**config.mk**
```make
export PLATFORM = sky130hd
export DESIGN_NAME = row_fifo_flat
export DESIGN_NICKNAME = d
export VERILOG_FILES = /design/src/rtl/row_fifo_if.sv /design/src/rtl/row_fifo.sv /design/src/flat_wrapper.sv
export SDC_FILE = /design/constraint.sdc
export NUM_CORES = 1
export LEC_CHECK = 0
export BUFFER_PORTS_ARGS = -buffer_cell sky130_fd_sc_hd__buf_2
export CORE_MARGIN = 5
export CORE_UTILIZATION = 50
export DETAILED_ROUTE_END_ITERATION = 8
export HOLD_SLACK_MARGIN = 0.15
export PLACE_DENSITY = 0.71
export SLEW_MARGIN = 10
export SYNTH_ARGS = -nofsm -noshare
export SYNTH_HDL_FRONTEND = slang
export SYNTH_SLANG_ARGS = --single-unit
```
**constraint.sdc**
```tcl
create_clock -name clk -period 3.4 [get_ports clk]
set_input_delay 0.68 -clock clk [delete_from_list [all_inputs] [get_ports clk]]
set_output_delay 0.68 -clock clk [all_outputs]
set_load 0.005 [all_outputs]
```
**src/rtl/row_fifo_if.sv**
```systemverilog
// Valid/ready word channel used by row_fifo on both its write and read sides.
// The master modport belongs to the surrounding logic.
// That logic produces words and consumes them.
// The slave modport belongs to the FIFO itself.
interface row_fifo_if #(
    parameter int WIDTH = 11
);
    logic             wr_valid;
    logic             wr_ready;
    logic [WIDTH-1:0] wr_data;
    logic             rd_valid;
    logic             rd_ready;
    logic [WIDTH-1:0] rd_data;

    modport master (
        output wr_valid,
        output wr_data,
        input  wr_ready,
        input  rd_valid,
        input  rd_data,
        output rd_ready
    );

    modport slave (
        input  wr_valid,
        input  wr_data,
        output wr_ready,
        output rd_valid,
        output rd_data,
        input  rd_ready
    );
endinterface

```
**src/rtl/row_fifo.sv**
```systemverilog
// First-word-fall-through FIFO for cell-row words.
// It sits between the game-state store and the next-generation compute stage.
// Storage is a bank of write-enabled registers addressed by wrapping pointers.
// The oldest word is read combinationally, so a pushed word appears one edge later.
module row_fifo #(
    parameter int WIDTH = 11,
    parameter int DEPTH = 4
) (
    input  logic                       clk,
    input  logic                       reset,
    input  logic                       clear,
    row_fifo_if.slave                  bus,
    output logic [$clog2(DEPTH+1)-1:0] count,
    output logic                       full,
    output logic                       empty,
    output logic                       overflow
);
    localparam int CW = $clog2(DEPTH + 1);
    localparam int PW = (DEPTH > 1) ? $clog2(DEPTH) : 1;

    logic [WIDTH-1:0] mem [DEPTH];
    logic [PW-1:0]    wp;
    logic [PW-1:0]    rp;
    logic             push;
    logic             pop;

    // Status and handshake outputs depend only on registers, never on wr_valid/rd_ready
    always_comb begin
        full         = (count == CW'(DEPTH));
        empty        = (count == '0);
        bus.wr_ready = !full;
        bus.rd_valid = !empty;
        bus.rd_data  = empty ? '0 : mem[rp];
        push         = bus.wr_valid && !full;
        pop          = !empty && bus.rd_ready;
    end

    // Storage bank: a word is written at the tail on every accepted push
    always_ff @(posedge clk or negedge reset) begin
        if (!reset) begin
            for (int i = 0; i < DEPTH; i++) begin
                mem[i] <= '0;
            end
        end else if (!clear && push) begin
            mem[wp] <= bus.wr_data;
        end
    end

    // Pointers, occupancy and sticky overflow; clear overrides any handshake
    always_ff @(posedge clk or negedge reset) begin
        if (!reset) begin
            wp       <= '0;
            rp       <= '0;
            count    <= '0;
            overflow <= 1'b0;
        end else if (clear) begin
            wp       <= '0;
            rp       <= '0;
            count    <= '0;
            overflow <= 1'b0;
        end else begin
            if (push) begin
                wp <= (wp == PW'(DEPTH - 1)) ? '0 : wp + PW'(1);
            end
            if (pop) begin
                rp <= (rp == PW'(DEPTH - 1)) ? '0 : rp + PW'(1);
            end
            if (push && !pop) begin
                count <= count + CW'(1);
            end else if (pop && !push) begin
                count <= count - CW'(1);
            end
            if (bus.wr_valid && full) begin
                overflow <= 1'b1;
            end
        end
    end
endmodule

```
**src/flat_wrapper.sv**
```systemverilog
// flat-port wrapper written by rule: the top's interface ports become plain ports
module row_fifo_flat 
#(
    parameter int WIDTH = 11,
    parameter int DEPTH = 4
)
  (clk, reset, clear, count, full, empty, overflow, bus_wr_valid, bus_wr_data, bus_wr_ready, bus_rd_valid, bus_rd_data, bus_rd_ready);
  row_fifo_if #(.WIDTH(WIDTH)) bus_i ();
  input  logic clk;
  input  logic reset;
  input  logic clear;
  output logic [$clog2(DEPTH+1)-1:0] count;
  output logic full;
  output logic empty;
  output logic overflow;
  input wire logic [$bits(bus_i.wr_valid)-1:0] bus_wr_valid;
  input wire logic [$bits(bus_i.wr_data)-1:0] bus_wr_data;
  output wire logic [$bits(bus_i.wr_ready)-1:0] bus_wr_ready;
  output wire logic [$bits(bus_i.rd_valid)-1:0] bus_rd_valid;
  output wire logic [$bits(bus_i.rd_data)-1:0] bus_rd_data;
  input wire logic [$bits(bus_i.rd_ready)-1:0] bus_rd_ready;
  assign bus_i.wr_valid = bus_wr_valid;
  assign bus_i.wr_data = bus_wr_data;
  assign bus_wr_ready = bus_i.wr_ready;
  assign bus_rd_valid = bus_i.rd_valid;
  assign bus_rd_data = bus_i.rd_data;
  assign bus_i.rd_ready = bus_rd_ready;
  row_fifo #(.WIDTH(WIDTH), .DEPTH(DEPTH)) u_core (.clk(clk), .reset(reset), .clear(clear), .bus(bus_i), .count(count), .full(full), .empty(empty), .overflow(overflow));
endmodule
```
==> reports/summary.txt <==
Crit Path Category - register to output pin
DRC marker count from the first detailed-route iteration - 74
Placer congestion estimate - 0.753
Effective utilization at floorplan - 0.514
Dominant synthesized flop cell - dfrtp_1
Number of ports placed on the die boundary - 35
Final worst clock skew - 11.3 ps
Reg2Reg Setup Slack - 1000 ps
Leading area contributor after synthesis - dfrtp_1
Maximum clock frequency - 374 MHz
Count of buffers inserted at the top-level ports - 34
Setup Buffers After CTS - 0
Ratio of cells with drive above 1 in the final layout - 0.475
Number of fill cells in the layout - 434
Number of pins with negative max-slew slack in the final report - 0
Worst-case setup margin in the final layout - 728 ps
Clock tree from TritonCTS - yes
RSZ-0062 raised after global routing - false
Vias in the first global route - 1,636
Post-Synthesis Net Count - 206
Met1 Resource Use GR - 0.213
Final period util - 0.786
Endpoint class of the critical path - output pin
Clock slew seen by the registers of the worst setup and hold paths - 100 ps
Final wirelength - 4890 µm
Share of total power in the clock network - 0.154
Mapped cell area - 2610 µm²
Die outline height - 82.2 µm
Hold Buf Count CTS - 0
Site row count - 26
Leakage power - 0.00136 µW
Number of synthesized register bits - 52
Path depth of the worst reg2reg path - 6
Maximum number of pins on one net before global-route repair - 28
Register area - 1300 µm²
Sequential share of the synthesized area - 0.499
Area share of the largest cell type after synthesis - 0.499
Global route hottest layer - met2
Number of antenna diodes - 0
Instance count of the mapped netlist - 185
EDFF count, synth - 0
Die footprint - 6760 µm²
Switching Share - 0.314
Buffer depth of the longest clock path - 2
FFs w/ async S/R, synth - 1.00
Cell Count Post-Placement - 279
Global routing usage on met2 - 0.270
Post-route setup TNS - 0 ps
HPWL after detailed placement - 3340 µm
Placeable Area - 5070 µm²
Count of yosys warnings during synthesis - 0
Startpoint Class - register
Post-route DRC violation count - 0
Chip width - 82.2 µm
Global-route track usage on met3 - 0.0369
Outcome - complete, no violations
Final cell count without fillers - 287
Internal Dissipation - 1590 µW
Routed vias - 1,589
Number of cells upsized or downsized after cts - 0
Final Hold Fails - 0
Worst-case headroom to the max-slew limit - 0.542
Biggest area contributors in the synthesized netlist - dfrtp_1 50%, mux2_2 15%, mux4_2 9.5%
Unique masters post-synth - 35
Largest voltage drop on the vdd net - 0.000396 V
Sum of internal, switching and leakage power - 2320 µW
Final Cell Area - 2890 µm²
Drt via density - 5.54
Minimum clock period after layout - 2670 ps
Global route overflow - 0
Syn Area/Cell - 14.1 µm²
CP Launch Point - u_core.rp[0]$_DFFE_PN0P_
Area of placed instances - 2800 µm²
Critical path fanouts, max - 9
Kind of path behind the tightest hold check - primary input to asynchronous set/reset pin
TritonRoute pass-1 iters - 4
Wire length of the first global-routing pass - 8220 µm
Routed wire length per instance - 17.0 µm
Antenna violations before repair - 0
Total number of clock tree sinks - 52
Number of nets at the end of the flow - 237
Fraction of power consumed by sequential logic - 0.451
All-Layer GR Usage - 0.165
Worst Setup EP - bus_rd_data[9]
Area of the multi-input gates - 1180 µm²
Net switching power - 728 µW
Cts bufs inserted - 5
Power density cells - 802 nW/µm²
Detail Route Antenna Nets - 0
Count of final setup violators - 0
Worst slack at placement - 1010 ps
Commonest cells after routing, fill and taps aside - 52 x dfrtp_1, 35 x mux2_2, 34 x buf_2, 12 x nor2b_1, 11 x mux4_2
Startpoint of the worst register-to-register path - u_core.count[1]$_DFFE_PN0P_
Area delta synth->final - 10.7%
H-tree Lvls - 2
Worst Tran Pin Value - 686 ps
Root cell of the clock tree - clkbuf_8
Data arrival, critical path - 1990 ps
Clock latency of the later-clocked register in the worst-skew pair - 310 ps
Required arrival time at the worst endpoint - 2720 ps
Critical register-to-register path endpoint - u_core.count[2]$_DFFE_PN0P_
Most common cell after layout, fill and taps aside - dfrtp_1
# Max-Cap Violations - 0
Combinational Power Share - 0.395
-- per-stage QoR --
stage	hold WS, ps	utilization
floorplan	384	-
global placement	474	0.551
detailed placement	486	0.551
CTS	369	0.569
global route	388	0.569
finish	353	0.569
-- metal layers --
layer | routed length (µm) | vias up | share of wire
met4 | 77 | 0 | 0.016
met3 | 229 | 6 | 0.047
met5 | 0 | - | 0
li1 | - | 726 | -
met1 | 2240 | 824 | 0.46
met2 | 2350 | 33 | 0.48
-- cell families (layout without fill, tap and decap cells) --
logic type / count (synthesis) / in the layout / share of synthesized area
xor gates and xnor gates: 2 / 2 / 0.00672
buffers and inverters: 22 / 54 / 0.0489
DFF: 52 / 52 / 0.499
adders and majority gates: 5 / 5 / 0.0269
AOI/OAI and AO/OA: 17 / 17 / 0.0460
muxes: 57 / 57 / 0.307
and+or+nand+nor: 30 / 30 / 0.0652
-- synthesized netlist by cell type (2+ instances only) --
cell,n
nor2_1,8
a21oi_1,3
nor2b_1,12
mux2_4,10
mux2_2,35
inv_1,9
o31ai_1,2
dfrtp_1,52
clkbuf_1,4
buf_6,2
buf_4,3
nand3_1,5
mux4_2,11
xor2_1,2
buf_2,2
o21ai_0,3
ha_1,4
-- sequential cells by signal (all words and copies together), names as in the netlist --
name and flops:
u_core.overflow 1, u_core.rp 2, u_core.wp 2, u_core.count 3, u_core.mem 44
-- worst max-delay path, cell delays in order, from the launching register on --
cell and delay (ps):
dfrtp_1 680, buf_4 260, mux4_2 490, nor2b_1 140, buf_2 120
-- how the worst min path moves through the flow --
stage                                             end  slack (ps)  cells past startpoint
after global routing       u_core.mem[41]$_DFFE_PN0P_         390                      1
final                      u_core.mem[41]$_DFFE_PN0P_         350                      1
after floorplan           u_core.count[0]$_DFFE_PN0P_         380                      0
after CTS                  u_core.mem[41]$_DFFE_PN0P_         370                      1
after detailed placement  u_core.overflow$_DFFE_PN0P_         490                      2
after global placement    u_core.overflow$_DFFE_PN0P_         470                      2
-- power by group through the flow --
stage / Sequential, µW / Combinational (µW) / Clock, µW
after floorplan: 967 / 731 / 0
after global routing: 1080 / 1020 / 399
after global placement: 1050 / 902 / 0
final: 1050 / 914 / 356
after detailed placement: 1060 / 934 / 0
after CTS: 1050 / 936 / 371
-- layout make-up --
cell class	instances	area share
clock buffers	5	0.0238
clock inverters	3	0.00823
repair buffers	37	0.0667
flip-flops and latches	52	0.451
multi-input cells	111	0.409
well taps	70	0.0303
inverters	9	0.0117
Note: power is estimated with default switching activity, not from simulation.
